==> config.mk <==
export PLATFORM = sky130hd
export DESIGN_NAME = wt_dcache_repl_ctrl
export DESIGN_NICKNAME = d
export VERILOG_FILES = /design/src/rtl/wt_cache_pkg.sv /design/src/rtl/wt_dcache_repl_fifo.sv /design/src/rtl/wt_dcache_repl_ctrl.sv
export SDC_FILE = /design/constraint.sdc
export NUM_CORES = 1
export LEC_CHECK = 0
export BUFFER_PORTS_ARGS = -buffer_cell sky130_fd_sc_hd__buf_2
export CORE_MARGIN = 2
export CORE_UTILIZATION = 40
export CTS_CLUSTER_DIAMETER = 50
export DETAILED_ROUTE_END_ITERATION = 12
export GPL_TIMING_DRIVEN = 0
export PLACE_DENSITY = 0.66
export SETUP_SLACK_MARGIN = 0.3
export SLEW_MARGIN = 20
export SYNTH_ARGS = -nofsm -noshare
export SYNTH_HDL_FRONTEND = slang
export SYNTH_SLANG_ARGS = --single-unit
==> constraint.sdc <==
create_clock -name clk_i -period 4.2 [get_ports clk_i]
set_input_delay 0.42 -clock clk_i [delete_from_list [all_inputs] [get_ports clk_i]]
set_output_delay 0.42 -clock clk_i [all_outputs]
set_load 0.05 [all_outputs]
==> src/rtl/wt_cache_pkg.sv <==
// Shared types and constants for the write-through data-cache replacement logic.
//   DCACHE_NUM_WORDS / DCACHE_SET_ASSOC : default cache geometry (sets, ways)
//   upd_op_e                            : operation on the replacement-state update port
//   repl_state_e                        : replacement controller FSM states
//   sat_add8                            : 8-bit saturating add used by the drop counter
package wt_cache_pkg;

  localparam int unsigned DCACHE_NUM_WORDS = 256;
  localparam int unsigned DCACHE_SET_ASSOC = 4;

  typedef enum logic [1:0] {
    UPD_INIT = 2'd0,
    UPD_HIT  = 2'd1,
    UPD_FILL = 2'd2
  } upd_op_e;

  typedef enum logic {
    ST_FLUSH = 1'b0,
    ST_IDLE  = 1'b1
  } repl_state_e;

  function automatic logic [7:0] sat_add8(input logic [7:0] a, input logic [7:0] b);
    logic [8:0] sum;
    sum = {1'b0, a} + {1'b0, b};
    return sum[8] ? 8'hff : sum[7:0];
  endfunction

endpackage

==> src/rtl/wt_dcache_repl_fifo.sv <==
// Hit-update queue for the replacement controller.
//   clk_i, rst_ni : clock, asynchronous active-low reset
//   clr_i         : synchronous clear, discards all entries
//   push_i/data_i : enqueue (accepted when not full, or when a pop happens the same cycle)
//   pop_i/data_o  : dequeue; data_o shows the head combinationally
//   full_o/empty_o: occupancy flags
// Depth must be a power of two (>= 2) so the pointers wrap naturally.
module wt_dcache_repl_fifo #(
  parameter int unsigned Depth = 4,
  parameter int unsigned Width = 8
) (
  input  logic             clk_i,
  input  logic             rst_ni,
  input  logic             clr_i,
  input  logic             push_i,
  input  logic [Width-1:0] data_i,
  input  logic             pop_i,
  output logic [Width-1:0] data_o,
  output logic             full_o,
  output logic             empty_o
);

  localparam int unsigned PtrW = (Depth > 1) ? $clog2(Depth) : 1;
  localparam int unsigned CntW = $clog2(Depth) + 1;

  logic [Width-1:0] mem [Depth];
  logic [PtrW-1:0]  rd_ptr_reg;
  logic [PtrW-1:0]  wr_ptr_reg;
  logic [CntW-1:0]  cnt_reg;
  logic             pop_ok;
  logic             push_ok;

  assign full_o  = (cnt_reg == CntW'(Depth));
  assign empty_o = (cnt_reg == '0);

  // Pop is evaluated first, so a full queue still accepts a push in a pop cycle.
  assign pop_ok  = pop_i && !empty_o;
  assign push_ok = push_i && (!full_o || pop_ok);

  // Head is read combinationally: the controller issues the HIT update in the
  // same cycle it decides to pop.
  assign data_o = mem[rd_ptr_reg];

  always_ff @(posedge clk_i) begin
    if (push_ok && !clr_i) begin
      mem[wr_ptr_reg] <= data_i;
    end
  end

  always_ff @(posedge clk_i or negedge rst_ni) begin
    if (!rst_ni) begin
      rd_ptr_reg <= '0;
      wr_ptr_reg <= '0;
      cnt_reg    <= '0;
    end else if (clr_i) begin
      rd_ptr_reg <= '0;
      wr_ptr_reg <= '0;
      cnt_reg    <= '0;
    end else begin
      if (pop_ok) begin
        rd_ptr_reg <= rd_ptr_reg + 1'b1;
      end
      if (push_ok) begin
        wr_ptr_reg <= wr_ptr_reg + 1'b1;
      end
      case ({push_ok, pop_ok})
        2'b10:   cnt_reg <= cnt_reg + 1'b1;
        2'b01:   cnt_reg <= cnt_reg - 1'b1;
        default: cnt_reg <= cnt_reg;
      endcase
    end
  end

endmodule

==> src/rtl/wt_dcache_repl_ctrl.sv <==
// Replacement-state controller for the write-through data cache.
// Owns the single update port of the replacement-state array and arbitrates
// between a full INIT sweep (FLUSH), victim requests (FILL) and queued hit
// updates (HIT).
//   clk_i, rst_ni                    : clock, asynchronous active-low reset
//   flush_i / flush_ack_o            : flush request / one-cycle completion pulse
//   hit_valid_i/hit_idx_i/hit_way_i  : per-port hit updates, one queued per cycle (round robin)
//   miss_req_i/miss_idx_i/miss_gnt_o : victim request and same-cycle grant
//   repl_way_i                       : victim way from the array during a FILL
//   victim_valid_o/victim_way_o      : registered victim result, cycle after grant
//   upd_valid_o/upd_op_o/upd_idx_o/upd_way_o : update port to the array
//   busy_o                           : high while sweeping (FLUSH)
//   drop_cnt_o                       : saturating count of dropped hit updates
module wt_dcache_repl_ctrl
  import wt_cache_pkg::*;
#(
  parameter int unsigned NumPorts  = 3,
  parameter int unsigned NumSets   = DCACHE_NUM_WORDS,
  parameter int unsigned FifoDepth = 4,
  parameter int unsigned NumWays   = DCACHE_SET_ASSOC
) (
  input  logic                                       clk_i,
  input  logic                                       rst_ni,
  input  logic                                       flush_i,
  output logic                                       flush_ack_o,
  input  logic [NumPorts-1:0]                        hit_valid_i,
  input  logic [NumPorts-1:0][$clog2(NumSets)-1:0]   hit_idx_i,
  input  logic [NumPorts-1:0][$clog2(NumWays)-1:0]   hit_way_i,
  input  logic                                       miss_req_i,
  input  logic [$clog2(NumSets)-1:0]                 miss_idx_i,
  output logic                                       miss_gnt_o,
  input  logic [$clog2(NumWays)-1:0]                 repl_way_i,
  output logic                                       victim_valid_o,
  output logic [$clog2(NumWays)-1:0]                 victim_way_o,
  output logic                                       upd_valid_o,
  output logic [1:0]                                 upd_op_o,
  output logic [$clog2(NumSets)-1:0]                 upd_idx_o,
  output logic [$clog2(NumWays)-1:0]                 upd_way_o,
  output logic                                       busy_o,
  output logic [7:0]                                 drop_cnt_o
);

  localparam int unsigned IdxW  = $clog2(NumSets);
  localparam int unsigned WayW  = $clog2(NumWays);
  localparam int unsigned EntW  = IdxW + WayW;
  localparam int unsigned RrW   = (NumPorts > 1) ? $clog2(NumPorts) : 1;
  localparam int unsigned DistW = RrW + 1;

  // Registered state
  repl_state_e     state_reg;
  logic [IdxW-1:0] set_cnt_reg;
  logic [RrW-1:0]  rr_reg;
  logic [7:0]      drop_cnt_reg;
  logic            victim_valid_reg;
  logic [WayW-1:0] victim_way_reg;
  logic            flush_ack_reg;

  // Arbitration
  logic [NumPorts-1:0][DistW-1:0] port_dist;
  logic                           win_found;
  logic [RrW-1:0]                 win_port;
  logic [DistW-1:0]               best_dist;
  logic [RrW-1:0]                 rr_next;
  logic [7:0]                     hit_cnt;

  // Update port and queue control
  logic            upd_valid;
  upd_op_e         upd_op;
  logic [IdxW-1:0] upd_idx;
  logic [WayW-1:0] upd_way;
  logic            miss_gnt;
  logic            fifo_push;
  logic            fifo_pop;
  logic            fifo_clr;
  logic            fifo_full;
  logic            fifo_empty;
  logic [EntW-1:0] fifo_head;
  logic [EntW-1:0] fifo_wdata;
  logic [7:0]      drop_inc;

  // Distance of each port from the round-robin pointer; the valid port with
  // the smallest distance wins.
  for (genvar gi = 0; gi < NumPorts; gi++) begin : g_dist
    assign port_dist[gi] = (DistW'(gi) >= DistW'(rr_reg)) ?
                           (DistW'(gi) - DistW'(rr_reg)) :
                           (DistW'(gi + NumPorts) - DistW'(rr_reg));
  end

  always_comb begin
    win_found = 1'b0;
    win_port  = '0;
    best_dist = '1;
    for (int k = 0; k < NumPorts; k++) begin
      if (hit_valid_i[k] && (!win_found || (port_dist[k] < best_dist))) begin
        win_found = 1'b1;
        best_dist = port_dist[k];
        win_port  = RrW'(k);
      end
    end
  end

  assign rr_next    = (win_port == RrW'(NumPorts - 1)) ? '0 : (win_port + 1'b1);
  assign hit_cnt    = 8'($countones(hit_valid_i));
  assign fifo_wdata = {hit_idx_i[win_port], hit_way_i[win_port]};

  always_comb begin
    upd_valid = 1'b0;
    upd_op    = UPD_INIT;
    upd_idx   = '0;
    upd_way   = '0;
    miss_gnt  = 1'b0;
    fifo_pop  = 1'b0;
    fifo_push = 1'b0;
    fifo_clr  = 1'b0;
    drop_inc  = '0;
    if (state_reg == ST_FLUSH) begin
      // Sweep one set per cycle; queued hits are stale, incoming ones dropped.
      upd_valid = 1'b1;
      upd_op    = UPD_INIT;
      upd_idx   = set_cnt_reg;
      fifo_clr  = 1'b1;
      drop_inc  = hit_cnt;
    end else begin
      if (miss_req_i) begin
        miss_gnt  = 1'b1;
        upd_valid = 1'b1;
        upd_op    = UPD_FILL;
        upd_idx   = miss_idx_i;
        upd_way   = repl_way_i;
      end else if (!fifo_empty) begin
        fifo_pop  = 1'b1;
        upd_valid = 1'b1;
        upd_op    = UPD_HIT;
        upd_idx   = fifo_head[EntW-1:WayW];
        upd_way   = fifo_head[WayW-1:0];
      end
      fifo_push = win_found && (!fifo_full || fifo_pop);
      drop_inc  = hit_cnt - 8'(fifo_push);
    end
  end

  wt_dcache_repl_fifo #(
    .Depth (FifoDepth),
    .Width (EntW)
  ) i_fifo (
    .clk_i   (clk_i),
    .rst_ni  (rst_ni),
    .clr_i   (fifo_clr),
    .push_i  (fifo_push),
    .data_i  (fifo_wdata),
    .pop_i   (fifo_pop),
    .data_o  (fifo_head),
    .full_o  (fifo_full),
    .empty_o (fifo_empty)
  );

  always_ff @(posedge clk_i or negedge rst_ni) begin
    if (!rst_ni) begin
      state_reg        <= ST_FLUSH;
      set_cnt_reg      <= '0;
      rr_reg           <= '0;
      drop_cnt_reg     <= '0;
      victim_valid_reg <= 1'b0;
      victim_way_reg   <= '0;
      flush_ack_reg    <= 1'b0;
    end else begin
      flush_ack_reg    <= 1'b0;
      victim_valid_reg <= miss_gnt;
      if (miss_gnt) begin
        victim_way_reg <= repl_way_i;
      end
      drop_cnt_reg <= sat_add8(drop_cnt_reg, drop_inc);
      case (state_reg)
        ST_FLUSH: begin
          if (set_cnt_reg == IdxW'(NumSets - 1)) begin
            state_reg     <= ST_IDLE;
            set_cnt_reg   <= '0;
            flush_ack_reg <= 1'b1;
          end else begin
            set_cnt_reg <= set_cnt_reg + 1'b1;
          end
        end
        ST_IDLE: begin
          if (win_found) begin
            rr_reg <= rr_next;
          end
          if (flush_i) begin
            state_reg   <= ST_FLUSH;
            set_cnt_reg <= '0;
          end
        end
        default: state_reg <= ST_FLUSH;
      endcase
    end
  end

  // The sweep state is also the reset state, so the update port is gated
  // with reset to keep the array untouched while reset is held.
  assign upd_valid_o    = upd_valid & rst_ni;
  assign upd_op_o       = rst_ni ? upd_op : UPD_INIT;
  assign upd_idx_o      = rst_ni ? upd_idx : '0;
  assign upd_way_o      = rst_ni ? upd_way : '0;
  assign miss_gnt_o     = miss_gnt & rst_ni;
  assign busy_o         = (state_reg == ST_FLUSH);
  assign flush_ack_o    = flush_ack_reg;
  assign victim_valid_o = victim_valid_reg;
  assign victim_way_o   = victim_way_reg;
  assign drop_cnt_o     = drop_cnt_reg;

endmodule

=== After elaboration in Yosys (flattened, before gate mapping) ===
Memory sizes are Yosys's and may differ from the RTL's.
Index checks and enable logic that the tools add are counted.

* Register bits: 30
* RAM bits: 40
* Input bits: 47
* Output and inout port bits: 27
* Logic and storage cells: 114
* Memories: 1

* Add/subtract/negate cells: 16
* $lt $le $gt $ge: 6
* Eq/ne operators: 9
* Mux-type cells: 53
* Bitwise logic cells: 3
* Reductions and logical operators: 16

{| class="wikitable"
|+ Memory list
! name !! depth !! width !! rd ports !! clocked after memory_dff !! write ports !! line !! text
|-
| i_fifo.mem || 4 || 10 || 1 || 0 || 1 || wt_dcache_repl_fifo.sv:26 || <nowiki>logic [Width-1:0] mem [Depth];</nowiki>
|}

{| class="wikitable"
|+ Operator list
! cell !! number
|-
| 8-bit two-way mux || 9
|-
| 2-bit two-way mux || 14
|-
| 1-bit two-way mux || 19
|-
| 3-bit two-way mux || 6
|-
| 8-bit binary-select mux with 2-bit select || 1
|-
| 8-bit case mux with 2 select lines || 1
|-
| 8-bit by 8-bit adder with 9-bit output || 1
|-
| 8-bit by 1-bit adder with 8-bit output, second input constant || 1
|-
| 8-bit == test, second input constant || 1
|-
| 2-bit by 1-bit adder with 2-bit output, second input constant || 3
|-
| 1-bit logical AND || 6
|-
| 3-bit < comparator || 2
|-
| 3-bit case mux with 2 select lines || 1
|-
| 1-bit by 2-bit subtractor with 3-bit output, first input constant || 2
|-
| 2-bit by 2-bit subtractor with 3-bit output, first input constant || 2
|-
| 3-bit by 2-bit subtractor with 3-bit output, first input constant || 2
|-
| 2-bit binary-select mux with 2-bit select || 1
|-
| 2-bit == test, second input constant || 2
|-
| 1-bit by 2-bit greater-or-equal comparator with 1-bit output, first input constant || 2
|-
| 1-bit logical NOT || 4
|-
| 1-bit logical OR || 4
|-
| 2-bit by 1-bit != test with 1-bit output, second input constant || 2
|-
| 3-bit by 1-bit subtractor with 4-bit output || 1
|-
| 2-bit by 1-bit adder with 3-bit output || 1
|-
| other kinds (14) || 15
|}

=== Longest topological paths before layout ===
* Depth after elaboration: 17
* Gate-level depth with buffers: 15
* Gate-level depth less buffers: 14

=== Modules after synthesis ===
A second synthesis with hierarchy kept.

* Cell total of the unflattened synthesis: 352
* Area total of the unflattened synthesis: 4119.0 sq um

{| class="wikitable"
|+ Modules (own cells, without submodules)
! module !! times used !! cells each !! area an instance (sq um) !! seq. area each (sq um)
|-
| wt_dcache_repl_ctrl || 1 || 233 || 2102.0 || 575.6
|-
| wt_dcache_repl_fifo || 1 || 119 || 2016.9 || 1376.3
|}

=== Worst setup path after synthesis ===
OpenSTA, ideal clock, no wires.

* Kind: register to register
* Start: register rr_reg[1]
* End: memory i_fifo.mem[0][0] in the netlist's numbering (data pin)
* Library setup time: 266 ps
* Arrival time: 3186 ps
* Data required time: 3934 ps
* Path slack: 748 ps
* Cell stages (with the launch flop): 15
* Path buffers: 1
* Clock period less this slack: 3452 ps
* Path through: dfrtp_1 > inv_1 > ha_1 > nor2_1 > nor2_1 > ha_1 > o21ai_0 > a22oi_2 > clkbuf_1 > o21ai_0 > ha_1 > nand2b_1 > nor4_1 > a221oi_4 > mux2_2

* Longest elaborated chain between the ends: 13
* Elaborated cells between the ends (all ways): 26
* Classes of those cells: add/sub: 6; order compare: 5; mux: 10; reduce/logical: 5

{| class="wikitable"
|+ Ends and longest elaborated chain
! what !! line !! text
|-
| start, declared || wt_dcache_repl_ctrl.sv:52 || <nowiki>logic [RrW-1:0] rr_reg;</nowiki>
|-
| start signal, assigned || wt_dcache_repl_ctrl.sv:185 || <nowiki>rr_reg <= rr_next;</nowiki>
|-
| 2-bit by 2-bit subtractor with 3-bit output, or another cell as far along || wt_dcache_repl_ctrl.sv:86 || <nowiki>(DistW'(gi + NumPorts) - DistW'(rr_reg));</nowiki>
|-
| 3-bit two-way mux || wt_dcache_repl_ctrl.sv:84 || <nowiki>assign port_dist[gi] = (DistW'(gi) >= DistW'(rr_reg)) ?</nowiki>
|-
| 3-bit two-way mux || wt_dcache_repl_ctrl.sv:94 || <nowiki>if (hit_valid_i[k] && (!win_found || (port_dist[k] < best_dist))) begin</nowiki>
|-
| 3-bit < comparator || wt_dcache_repl_ctrl.sv:94 ||
|-
| 1-bit logical OR || wt_dcache_repl_ctrl.sv:94 ||
|-
| 1-bit logical AND || wt_dcache_repl_ctrl.sv:94 ||
|-
| 3-bit two-way mux / 1-bit two-way mux (equally long branches) || wt_dcache_repl_ctrl.sv:94 ||
|-
| 3-bit < comparator / 1-bit logical NOT (equally long branches) || wt_dcache_repl_ctrl.sv:94 ||
|-
| 1-bit logical OR || wt_dcache_repl_ctrl.sv:94 ||
|-
| 1-bit logical AND || wt_dcache_repl_ctrl.sv:94 ||
|-
| 2-bit two-way mux * || wt_dcache_repl_ctrl.sv:94 ||
|-
| 2-bit binary-select mux with 2-bit select * || wt_dcache_repl_ctrl.sv:104 || <nowiki>assign fifo_wdata = {hit_idx_i[win_port], hit_way_i[win_port]};</nowiki>
|-
| 2-bit two-way mux (implied by the code) * || wt_dcache_repl_ctrl.sv:104 ||
|-
| via fifo_wdata[0] || wt_dcache_repl_ctrl.sv:78 || <nowiki>logic [EntW-1:0] fifo_wdata;</nowiki>
|-
| end, declared || wt_dcache_repl_fifo.sv:26 ||
|}

The timed path passes the listed nets; every way through them passes the cells marked *. The select of a mux whose other input is x is not followed.

=== Worst setup path in the final report ===
* Start: register rr_reg[1]
* End: memory i_fifo.mem[1][9] in the netlist's numbering (data pin)

* Longest elaborated chain between the ends: 13
* Elaborated cells between the ends (all ways): 26
* Classes of those cells: add/sub: 6; order compare: 5; mux: 10; reduce/logical: 5

{| class="wikitable"
|+ Ends and longest elaborated chain
! what !! line
|-
| 2-bit by 2-bit subtractor with 3-bit output, or another cell as far along || wt_dcache_repl_ctrl.sv:86
|-
| 3-bit two-way mux || wt_dcache_repl_ctrl.sv:84
|-
| 3-bit two-way mux || wt_dcache_repl_ctrl.sv:94
|-
| 3-bit < comparator || wt_dcache_repl_ctrl.sv:94
|-
| 1-bit logical OR || wt_dcache_repl_ctrl.sv:94
|-
| 1-bit logical AND || wt_dcache_repl_ctrl.sv:94
|-
| 3-bit two-way mux / 1-bit two-way mux (equally long branches) || wt_dcache_repl_ctrl.sv:94
|-
| 3-bit < comparator / 1-bit logical NOT (equally long branches) || wt_dcache_repl_ctrl.sv:94
|-
| 1-bit logical OR || wt_dcache_repl_ctrl.sv:94
|-
| 1-bit logical AND || wt_dcache_repl_ctrl.sv:94
|-
| 2-bit two-way mux * || wt_dcache_repl_ctrl.sv:94
|-
| 8-bit binary-select mux with 2-bit select * || wt_dcache_repl_ctrl.sv:104
|-
| 8-bit two-way mux (implied by the code) * || wt_dcache_repl_ctrl.sv:104
|-
| via fifo_wdata[9] || wt_dcache_repl_ctrl.sv:78
|}

Marks and branches as above.

==> flow_summary.toml <==
[power_and_ir_drop]
power_density_nw_per_um2 = 565
total_power_mw = 2.62
peakVddDrop_v = 0.000241
power_leakage_nw = 1.98

[drt]
via_per_inst = 5.15
drt-initial-drc-count = 154
drt_pass1_iterations = 4
drcViolationCount = 0
num_vias = 2786
wl_mm = 8.16
wl_per_cell_um = 15.1
antenna_left = 0

[finish]
layout.cells.most_common = "buf_2"
antenna_cells = 0
areaGrowthSynthToFinish_pct = 19.6
final_cell_area_um2 = 4630
final_cell_mix = "buf_2, edfxtp_1, nor2_1, dfrtp_1, nand2_1"
largest_reg_flops = 40
drive_above_1_share = 0.328
fin_util = 0.497
stdcell_count = 541
fill_cells = 851
final_nets = 482

[worst_setup_path]
cp_cell_sequence = "inv_1, ha_1, nor2_1, nor2_1, ha_1, o21ai_0, a22oi_2, clkbuf_4, nand2_1, o21ai_0, ha_1, nand2b_1, nor4_2, a221oi_4, buf_12, mux2_2"
crit_path_end_kind = "flop"
cp-start-kind = "flop"
worstSetupPathType = "reg2reg"
cp_slowest_cell = "dfrtp_1"
cp-startpoint = "rr_reg[1]"
cp.buffers_inverters = 3
crit_family = "simple AND/OR/NAND/NOR gates"
cp_data_required_time_ns = 4.29
rr_startpoint = "rr_reg[1]"
critPathMaxFanout = 10
cpMostUsedCell = "ha_1"
critPathArrivalTime_ns = 3.60
max_stage_delay_ns = 0.47

[synthesis]
synth_adder_area_share = 0.0962
synth-compound-area-share = 0.110
ys_seq_area_frac = 0.504
synth-simple-area-share = 0.115
synthCells = 321
synth_nets = 396
synthMuxAreaShare = 0.127
ys.flop_type = "edfxtp_1"
synth_area_um2 = 3870
synth.avg_cell_area_um2 = 12.1
synth_edf_count = 40
ys_types = 50
synthArstFlopShare = 0.429
ys_ff_latch = 70
yosysWarnings = 0
synth_top_family_by_area = "multiplexers"
synth_xor_area_frac = 0.0181

[cts]
cts-buffers-inserted = 9
hold_buffers = 0
cts.clk_slew.worst_paths_ns = 0.08
htreeDepth = 3
root_buffer = "clkbuf_8"
clock_latency_ns = 0.35
cts.sinks = 70
cts_tree = "built"
clockBufferDepth = 2

[placed_design]
gp_congestion = 0.818
port_buffers = 72
dp_slack_ns = 0.0151
dp_cells = 522
post_dp_cell_area_um2 = 4400
dpl.hpwl_mm = 5.92

[timing]
drv_slew = 0
hold_viol = 0
finClkSkew_ns = 0.0122
fin_hold_ws_ns = 0.117
finalSetupViolCount = 0
setup_tns_ns = 0
rsz0062_at_grt = "no"
finalCritPeriodShare = 0.835
slew_headroom = 0.523
worstMarginPinSlew_ns = 0.716
max_freq_mhz = 285
period_needed_ns = 3.51
setup_slack_ns = 0.693

[grt]
grt_pass1_wl_mm = 13.3
track_usage = 0.167
grt_pass1_vias = 2735
grt_overflow_total = 0
antenna_found_initial = 0
grt_max_degree = 32

[floorplanning]
die_area_um2 = 10500
rows = 35
die-height_um = 102
ioPinCount = 74
core_um2 = 9330
initial_core_util = 0.415
die_width_um = 102

[job]
max_cap_violations = 0

[hold_path]
min_path_type = "in2async"

[status]
run_status = "complete, no violations"
==> report_power, final <==
part           total, mW  internal [mW]  switching (mW)  leakage (nW)
Combinational       1.12          0.444           0.672          1.16
Sequential         0.980          0.887          0.0929         0.738
Clock              0.523          0.227           0.296        0.0903
Total               2.62           1.56            1.06          1.98
==> cells in the mapped netlist, drive strengths merged (2+ instances only) <==
cell type | instances | share of area
buf | 3 | 0.0045
o22ai | 2 | 0.0032
fa | 3 | 0.015
nor3 | 5 | 0.0077
xor2 | 3 | 0.0068
dfrtp | 30 | 0.19
a222oi | 7 | 0.018
a211oi | 2 | 0.0039
clkbuf | 9 | 0.0087
a221oi | 2 | 0.0090
o31a | 2 | 0.0045
a31oi | 4 | 0.0065
nor4 | 4 | 0.0065
nand2b | 7 | 0.011
inv | 17 | 0.016
nand3 | 3 | 0.0039
mux4 | 10 | 0.058
o21ai | 13 | 0.017
ha | 25 | 0.081
nor2 | 31 | 0.030
xnor2 | 5 | 0.011
o2bb2ai | 2 | 0.0045
mux2 | 21 | 0.061
nand2 | 26 | 0.025
and3 | 6 | 0.0097
nor2b | 4 | 0.0065
edfxtp | 40 | 0.31
and2 | 2 | 0.0032
a21oi | 11 | 0.014
mux2i | 3 | 0.0077
or2 | 2 | 0.0039
o21a | 3 | 0.0058
==> cells by family after synthesis <==
kind of cell               after synthesis
adders and majority gates               28
muxes                                   34
DFF                                     70
buffers and inverters                   30
AOI/OAI and AO/OA                       58
and+or+nand+nor                         93
xor gates and xnor gates                 8
==> what timing repair did <==
item | 4_1_cts | 5_1_grt
pin swaps | 1 | 1
buffers inserted | 1 | 2
resized for setup | 1 | 4
cloned | 0 | 0
setup endpoints to repair | 40 | 40
==> final timing paths <==
check	to	slack, ns	cells after the start
worst min register to register	victim_way_o[0]	0.48	2
max in group asynchronous	state_reg	3.63	1
worst max-delay path	i_fifo.mem[1][9]	0.69	16
worst min-delay path	drop_cnt_o[3]	0.12	1
worst max register to register	i_fifo.mem[1][9]	0.69	16
min in group clk_i	victim_way_o[0]	0.28	3
==> per-layer routing <==
layer | wire length, µm | track usage | vias to the layer above
li1 | - | - | 1364
met1 | 3850 | 0.225 | 1348
met2 | 3900 | 0.265 | 66
met3 | 327 | 0.0410 | 8
met4 | 83 | 0.0544 | 0
met5 | 0 | 0 | -
==> final cells by class <==
class                   count  area (µm²)  area share
inverters                  18        67.6      0.0146
flip-flops and latches     70        1950       0.421
well taps                 129         161      0.0348
repair buffers             75         395      0.0853
multi-input cells         221        1820       0.392
plain buffers              12        55.1      0.0119
clock inverters             7        63.8      0.0138
clock buffers               9         124      0.0267
Note: power is estimated with default switching activity, not from simulation.
